[src/rtl/cpu_defs.sv]
// Shared CPU definitions: ALU one-hot op layout, divider iteration count,
// and a small two's-complement helper used by the divider.
// No ports; imported by alu, div_iter and the execute stage.
package cpu_defs;

  localparam int ALU_OP_W = 12;

  // Bit positions inside the one-hot ALU op vector.
  localparam int OP_ADD  = 0;
  localparam int OP_SUB  = 1;
  localparam int OP_SLT  = 2;
  localparam int OP_SLTU = 3;
  localparam int OP_AND  = 4;
  localparam int OP_OR   = 5;
  localparam int OP_NOR  = 6;
  localparam int OP_XOR  = 7;
  localparam int OP_SLL  = 8;
  localparam int OP_SRL  = 9;
  localparam int OP_SRA  = 10;
  localparam int OP_LUI  = 11;

  localparam int DIV_ITER = 32;

  // Conditionally negate a 32-bit value.
  function automatic logic [31:0] neg_if(input logic neg, input logic [31:0] v);
    return neg ? (~v + 32'd1) : v;
  endfunction

endpackage

[src/rtl/alu.sv]
// Combinational ALU selected by a one-hot op vector.
// Ports: alu_op (one-hot), src1, src2 -> result. Shifts use src1[4:0] as the
// shift amount and src2 as the value; LUI places src2[15:0] in the upper half.
module alu
  import cpu_defs::*;
(
  input  logic [ALU_OP_W-1:0] alu_op,
  input  logic [31:0]         src1,
  input  logic [31:0]         src2,
  output logic [31:0]         result
);

  logic [31:0] sum, diff, sra_res;
  logic        slt, sltu;

  always_comb begin
    sum     = src1 + src2;
    diff    = src1 - src2;
    slt     = $signed(src1) < $signed(src2);
    sltu    = src1 < src2;
    sra_res = $signed(src2) >>> src1[4:0];
    result  = ({32{alu_op[OP_ADD]}}  & sum)
            | ({32{alu_op[OP_SUB]}}  & diff)
            | ({32{alu_op[OP_SLT]}}  & {31'd0, slt})
            | ({32{alu_op[OP_SLTU]}} & {31'd0, sltu})
            | ({32{alu_op[OP_AND]}}  & (src1 & src2))
            | ({32{alu_op[OP_OR]}}   & (src1 | src2))
            | ({32{alu_op[OP_NOR]}}  & ~(src1 | src2))
            | ({32{alu_op[OP_XOR]}}  & (src1 ^ src2))
            | ({32{alu_op[OP_SLL]}}  & (src2 << src1[4:0]))
            | ({32{alu_op[OP_SRL]}}  & (src2 >> src1[4:0]))
            | ({32{alu_op[OP_SRA]}}  & sra_res)
            | ({32{alu_op[OP_LUI]}}  & {src2[15:0], 16'd0});
  end

endmodule

[src/rtl/div_iter.sv]
// Iterative 32-bit restoring divider, signed or unsigned, one bit per cycle.
// Ports: start (one-cycle pulse capturing a/b/is_signed), busy while iterating,
// done (one-cycle pulse with quotient/remainder valid; they hold until the next start).
module div_iter
  import cpu_defs::*;
(
  input  logic        clk,
  input  logic        reset,
  input  logic        start,
  input  logic        is_signed,
  input  logic [31:0] a,
  input  logic [31:0] b,
  output logic        busy,
  output logic        done,
  output logic [31:0] quotient,
  output logic [31:0] remainder
);

  logic [5:0]  count;
  logic [31:0] rem_q, quo_q, div_q;
  logic        q_neg, r_neg;
  logic        a_neg, b_neg;
  logic [32:0] shifted, diff;
  logic [31:0] rem_nx, quo_nx;

  always_comb begin
    a_neg   = is_signed & a[31];
    b_neg   = is_signed & b[31];
    // quo_q doubles as the dividend shift register: its MSB feeds the partial remainder.
    shifted = {rem_q, quo_q[31]};
    diff    = shifted - {1'b0, div_q};
    if (diff[32]) begin
      rem_nx = shifted[31:0];
      quo_nx = {quo_q[30:0], 1'b0};
    end else begin
      rem_nx = diff[31:0];
      quo_nx = {quo_q[30:0], 1'b1};
    end
  end

  always_ff @(posedge clk) begin
    if (reset) begin
      busy      <= 1'b0;
      done      <= 1'b0;
      count     <= 6'd0;
      rem_q     <= 32'd0;
      quo_q     <= 32'd0;
      div_q     <= 32'd0;
      q_neg     <= 1'b0;
      r_neg     <= 1'b0;
      quotient  <= 32'd0;
      remainder <= 32'd0;
    end else begin
      done <= 1'b0;
      if (start) begin
        busy  <= 1'b1;
        count <= 6'd1;
        rem_q <= 32'd0;
        quo_q <= neg_if(a_neg, a);
        div_q <= neg_if(b_neg, b);
        q_neg <= a_neg ^ b_neg;
        r_neg <= a_neg;
      end else if (busy) begin
        rem_q <= rem_nx;
        quo_q <= quo_nx;
        if (count == 6'(DIV_ITER)) begin
          // Last iteration: register the sign-corrected result directly.
          busy      <= 1'b0;
          done      <= 1'b1;
          count     <= 6'd0;
          quotient  <= neg_if(q_neg, quo_nx);
          remainder <= neg_if(r_neg, rem_nx);
        end else begin
          count <= count + 6'd1;
        end
      end
    end
  end

endmodule

[src/rtl/exe_stage.sv]
// Execute stage: latches the ID bundle, computes the ALU or divider result,
// and issues the data SRAM request in the cycle the instruction moves to MEM.
// Ports: ID handshake (ready_go_id/allow_in), MEM handshake (ready_go/MEM_allow_in),
// latched bundle outputs, data SRAM request, and forward/load-use info for ID.
module exe_stage #(
  parameter int ALU_OP_W = cpu_defs::ALU_OP_W
) (
  input  logic                clk,
  input  logic                reset,
  input  logic                ready_go_id,
  output logic                allow_in,
  input  logic [31:0]         inst_from_id,
  input  logic [31:0]         pc_from_id,
  input  logic [ALU_OP_W-1:0] alu_op_from_id,
  input  logic [31:0]         src1_from_id,
  input  logic [31:0]         src2_from_id,
  input  logic                div_en_from_id,
  input  logic                div_signed_from_id,
  input  logic                div_rem_from_id,
  input  logic                reg_en_from_id,
  input  logic                mem_ld_from_id,
  input  logic                mem_st_from_id,
  input  logic [31:0]         st_data_from_id,
  input  logic [4:0]          dest_from_id,
  output logic                ready_go,
  input  logic                MEM_allow_in,
  output logic [31:0]         inst_exe,
  output logic [31:0]         pc_exe,
  output logic                reg_en,
  output logic                mem_ld,
  output logic [4:0]          dest,
  output logic [31:0]         exe_result,
  output logic                data_sram_en,
  output logic [3:0]          data_sram_we,
  output logic [31:0]         data_sram_addr,
  output logic [31:0]         data_sram_wdata,
  output logic                valid,
  output logic [31:0]         forward_data_exe,
  output logic                exe_is_load
);

  logic [ALU_OP_W-1:0] alu_op_r;
  logic [31:0]         src1_r, src2_r, st_data_r, alu_result;
  logic                div_en_r, div_signed_r, div_rem_r, mem_st_r;
  logic                div_busy, div_pulse, div_done_q, div_done, div_start;
  logic [31:0]         div_quo, div_rem;
  logic                load_in, transfer;

  // The divider only pulses done; keep it sticky until the instruction leaves.
  assign div_done  = div_pulse | div_done_q;
  assign ready_go  = valid & (~div_en_r | div_done);
  assign transfer  = ready_go & MEM_allow_in;
  assign allow_in  = ~valid | transfer;
  assign load_in   = ready_go_id & allow_in;
  assign div_start = valid & div_en_r & ~div_busy & ~div_done;

  always_ff @(posedge clk) begin
    if (reset) begin
      valid        <= 1'b0;
      div_done_q   <= 1'b0;
      inst_exe     <= 32'd0;
      pc_exe       <= 32'd0;
      alu_op_r     <= '0;
      src1_r       <= 32'd0;
      src2_r       <= 32'd0;
      div_en_r     <= 1'b0;
      div_signed_r <= 1'b0;
      div_rem_r    <= 1'b0;
      reg_en       <= 1'b0;
      mem_ld       <= 1'b0;
      mem_st_r     <= 1'b0;
      st_data_r    <= 32'd0;
      dest         <= 5'd0;
    end else begin
      if (load_in)       valid <= 1'b1;
      else if (transfer) valid <= 1'b0;

      // Clearing on transfer lets a back-to-back DIV start fresh in its cycle 0.
      if (transfer)       div_done_q <= 1'b0;
      else if (div_pulse) div_done_q <= 1'b1;

      if (load_in) begin
        inst_exe     <= inst_from_id;
        pc_exe       <= pc_from_id;
        alu_op_r     <= alu_op_from_id;
        src1_r       <= src1_from_id;
        src2_r       <= src2_from_id;
        div_en_r     <= div_en_from_id;
        div_signed_r <= div_signed_from_id;
        div_rem_r    <= div_rem_from_id;
        reg_en       <= reg_en_from_id;
        mem_ld       <= mem_ld_from_id;
        mem_st_r     <= mem_st_from_id;
        st_data_r    <= st_data_from_id;
        dest         <= dest_from_id;
      end
    end
  end

  alu u_alu (
    .alu_op (alu_op_r),
    .src1   (src1_r),
    .src2   (src2_r),
    .result (alu_result)
  );

  div_iter u_div (
    .clk       (clk),
    .reset     (reset),
    .start     (div_start),
    .is_signed (div_signed_r),
    .a         (src1_r),
    .b         (src2_r),
    .busy      (div_busy),
    .done      (div_pulse),
    .quotient  (div_quo),
    .remainder (div_rem)
  );

  assign exe_result       = div_en_r ? (div_rem_r ? div_rem : div_quo) : alu_result;
  assign forward_data_exe = exe_result;
  assign exe_is_load      = valid & mem_ld;

  // Request only in the transfer cycle so a MEM stall never repeats it.
  assign data_sram_en    = valid & (mem_ld | mem_st_r) & transfer;
  assign data_sram_we    = {4{data_sram_en & mem_st_r}};
  assign data_sram_addr  = alu_result;
  assign data_sram_wdata = st_data_r;

endmodule

[config.mk]
export PLATFORM = sky130hd
export DESIGN_NAME = exe_stage
export DESIGN_NICKNAME = d
export VERILOG_FILES = /design/src/rtl/cpu_defs.sv /design/src/rtl/alu.sv /design/src/rtl/div_iter.sv /design/src/rtl/exe_stage.sv
export SDC_FILE = /design/constraint.sdc
export NUM_CORES = 1
export LEC_CHECK = 0
export ABC_AREA = 1
export BUFFER_PORTS_ARGS = -buffer_cell sky130_fd_sc_hd__buf_4
export CAP_MARGIN = 40
export CORE_AREA = 3 3 219 307
export DETAILED_ROUTE_END_ITERATION = 6
export DIE_AREA = 0 0 222 310
export PLACE_DENSITY_LB_ADDON = 0.1
export SETUP_SLACK_MARGIN = 0.5
export SYNTH_ARGS = -nofsm -noshare
export SYNTH_HDL_FRONTEND = slang
export SYNTH_HIERARCHICAL = 1
export SYNTH_SLANG_ARGS = --single-unit
[constraint.sdc]
create_clock -name clk -period 6.7 [get_ports clk]
set_clock_uncertainty 0.15 [all_clocks]
set_input_delay 0.67 -clock clk [delete_from_list [all_inputs] [get_ports clk]]
set_output_delay 0.67 -clock clk [all_outputs]
set_load 0.02 [all_outputs]
==> impl_metrics.py <==
metrics = {
    "sta": {
        "drv_slew": 0,
        "max_freq_ghz": 0.188,
        "setup_viol": 0,
        "setup_ws_ns": 1.39,
        "finalCritPeriodShare_pct": 79.2,
        "rsz0062_at_grt": "false",
        "fin_crit_ns": 5.31,
        "hold_viol": 0,
        "relSlewSlack_pct": 31.1,
        "tightest_slew_ns": 1.03,
        "finalSetupTns_ns": 0,
    },
    "worst_hold_path": {
        "hold_path.startpoint": "inst_from_id[25]",
        "hp-class": "in2reg",
    },
    "worst_setup_path": {
        "r2r-start": "u_div/quo_q[31]",
        "startpoint": "src1_r[0]",
        "slowest_delay_ns": 0.80,
        "crit_type": "reg2out",
        "worstPathCellList": "buf_4 -> ha_1 -> inv_1 -> fa_1 -> inv_1 -> nand3_1 -> nand3_1 -> nand2_1 -> nand2_1 -> nand2_1 -> nand3_1 -> nand2_1 -> nand3_1 -> nand3_1 -> nand2_1 -> o21ai_0 -> buf_4",
        "crit_required_ns": 5.88,
        "slowest_stage": "dfxtp_1",
        "start_kind": "flip-flop",
        "critPathArrivalTime_ns": 4.49,
        "path_max_fanout": 24,
        "critPathBufInv": 4,
        "critPathTopFamily": "simple AND/OR/NAND/NOR gates",
        "end_kind": "output pin",
    },
    "synthesis": {
        "synth_top_area_share_pct": 22.1,
        "synth_common_cells": "1,482 x nand2_1, 861 x inv_1, 797 x nor2_1, 771 x nand3_1, 355 x dfxtp_1",
        "ys_top_cells_by_area": "dfxtp_1 22%, nand2_1 17%, nand3_1 12%, inv_1 10%, nor2_1 9.3%",
        "synth.avg_cell_area_sq_um": 5.69,
        "synth-async-reset-ratio_pct": 0,
        "synth_fp_nets": 5991,
        "yosysUniqueCellTypes": 63,
        "synth_seq_cells": 355,
        "yosysTopAreaCell": "dfxtp_1",
        "syn_inst": 5664,
        "synth-warning-count": 6,
        "synth_ff_type": "dfxtp_1",
        "ys_seq_area_share_pct": 22.1,
        "synth_edf_count": 0,
        "synth_most_common_cell": "nand2_1",
        "syn_area_sq_um": 32200,
    },
    "die": {
        "rows": 110,
        "die_h_um": 310,
        "design.core.area_sq_um": 64500,
        "dieArea_sq_um": 68800,
        "die_x_um": 222,
        "boundaryPins": 395,
        "start_util_pct": 49.9,
    },
    "layout": {
        "final_nets": 6199,
        "layout-drive-gt1-share_pct": 11.6,
        "regArea_sq_um": 7110,
        "multi_input_area_sq_um": 20000,
        "nFillCells": 6907,
        "syn_to_final_growth_pct": 13.0,
    },
    "placed_design": {
        "dp_hpwl_um": 112000,
        "place_ws_ns": 2.14,
        "io_buffers": 394,
        "gp_congestion": 1.12,
    },
    "drt": {
        "routedWlPerCell_um": 21.3,
        "drc_errors": 2,
        "ant_nets": 0,
        "viasPerCell": 5.63,
        "vias": 38000,
        "drt_iter0_markers": 4062,
        "wirelength_um": 144000,
        "drtPass1Iterations": 7,
    },
    "global_routing": {
        "grt_overflow": 0,
        "grt_max_degree": 177,
        "grt_pass1_vias": 34500,
        "groute.usage.overall_pct": 39.8,
        "antenna_found_initial": 2,
        "grt_pass1_wl_um": 210000,
    },
    "pwr": {
        "ir_drop_mv": 0.365,
        "clkPwrFrac_pct": 23.4,
        "combPwrFrac_pct": 51.7,
        "pwr-share-seq_pct": 25.0,
        "leakage_nw": 19.5,
        "intPower_mw": 4.94,
        "swShare_pct": 48.4,
        "powerDensity_nw_per_um2": 263,
        "switchingPower_mw": 4.62,
    },
    "cts": {
        "h-tree-depth": 2,
        "cts_root_buffer": "clkbuf_16",
        "cts_buffers": 40,
        "worstSkewPairLatency_ns": 0.59,
        "cts_setup_buffers": 0,
        "clk_path_buf_depth": 3,
        "cts_num_sinks": 355,
        "path_clk_slew_ns": 0.06,
        "cts_resized": 0,
        "cts_tree": "done",
        "cts_hold_buf": 0,
    },
    "run": {
        "maxCapViolCount": 0,
    },
    "status": {
        "violations": "design-rule violations",
        "outcome": "finished with violations",
    },
}
stage by stage:
step / util [%] / power (mW) / cells / hold slack, ns / instance area [sq um]
final: 56.4 / 9.56 / 6745 / 0.255 / 36400
after CTS: 56.4 / 9.46 / 6743 / 0.232 / 36400
after global placement: 54.3 / 7.19 / 6667 / 0.287 / 35000
after floorplan: - / 5.55 / 5664 / 0.272 / 32200
after detailed placement: 54.3 / 7.21 / 6670 / 0.298 / 35100
after global routing: 56.4 / 10.1 / 6743 / 0.249 / 36400
cell usage in the layout, fill, tap and decap left out, types with 5 or more instances in the layout:
master,n
o21ai_0,238
dfxtp_1,352
buf_4,466
clkbuf_16,41
o32ai_1,10
a221oi_1,8
o21ai_2,6
a31oi_1,16
o22ai_1,37
o21bai_1,18
a211oi_1,6
clkinv_2,10
ha_1,137
inv_2,13
nand3_2,22
clkbuf_1,9
xor2_1,34
o21ai_1,38
a21oi_2,5
a21oi_1,184
and3_1,7
xnor2_1,18
nor2_1,795
o221ai_1,17
clkinv_1,9
o2111ai_1,7
nand3_1,771
nor2_2,11
o211ai_1,29
or2_2,7
inv_1,858
nand4_1,48
nand2_1,1482
nand3b_1,5
nor4_1,7
nand2_2,46
nor3_1,57
nand2_4,17
layout make-up:
type                    instances  area share (%)
repair buffers                471            9.85
well taps                     840            2.89
diodes                          2          0.0138
flip-flops and latches        355            19.5
multi-input cells            4121            55.0
inverters                     883            9.14
clock buffers                  53            3.03
clock inverters                20           0.547
layer usage:
layer	wire length (um)	share of wire, %	vias up	GRT usage (%)
li1	-	-	18300	-
met1	50900	35	17100	43.7
met2	63900	44	2031	64.8
met3	12500	8.7	595	7.44
met4	16600	12	2	37.5
met5	17	0.012	-	0
sequential cells by signal, summed over array words and instances, names as in the netlist, 6 cells and up:
register         flops
src1_r              32
inst_exe            32
u_div/div_q         32
u_div/count          6
u_div/rem_q         32
data_sram_wdata     32
u_div/quo_q         32
src2_r              32
u_div/remainder     32
pc_exe              32
u_div/quotient      32
alu_op_r            12
worst reg2reg max path, delay by kind of cell (launching register included):
family          cells  cell delay, ns
buf+inv             3            0.20
simple gates       21            2.77
fa+ha+maj           3            0.93
flops               1            0.32
compound gates      1            0.17
power by group through the flow:
stage | clock [mW] | sequential, mW | combinational (mW)
detailed placement | 0 | 2.42 | 4.79
finish | 2.24 | 2.39 | 4.94
global route | 2.35 | 2.39 | 5.30
floorplan | 0 | 2.44 | 3.11
CTS | 2.27 | 2.38 | 4.81
global placement | 0 | 2.43 | 4.77
cell families (layout without fill, tap and decap cells):
family          after synthesis  count (layout)  synth area share (%)
simple gates               3291            3291                  43.7
buf+inv                    1188            1427                  15.9
compound gates              637             637                  11.4
flops                       355             355                  22.1
fa+ha+maj                   140             140                  5.51
xor+xnor                     52              52                  1.41
mux                           1               1                0.0311
other cells                   0               2                     0
path summary, 6_finish.rpt:
path         depth (start not counted)                  to  slack, ns
min reg2reg                          2     u_div/div_q[24]       0.31
min                                  5        inst_exe[25]       0.25
max reg2reg                         28  u_div/quotient[28]       2.07
max                                 17      exe_result[24]       1.39
Note: power is estimated with default switching activity, not from simulation.
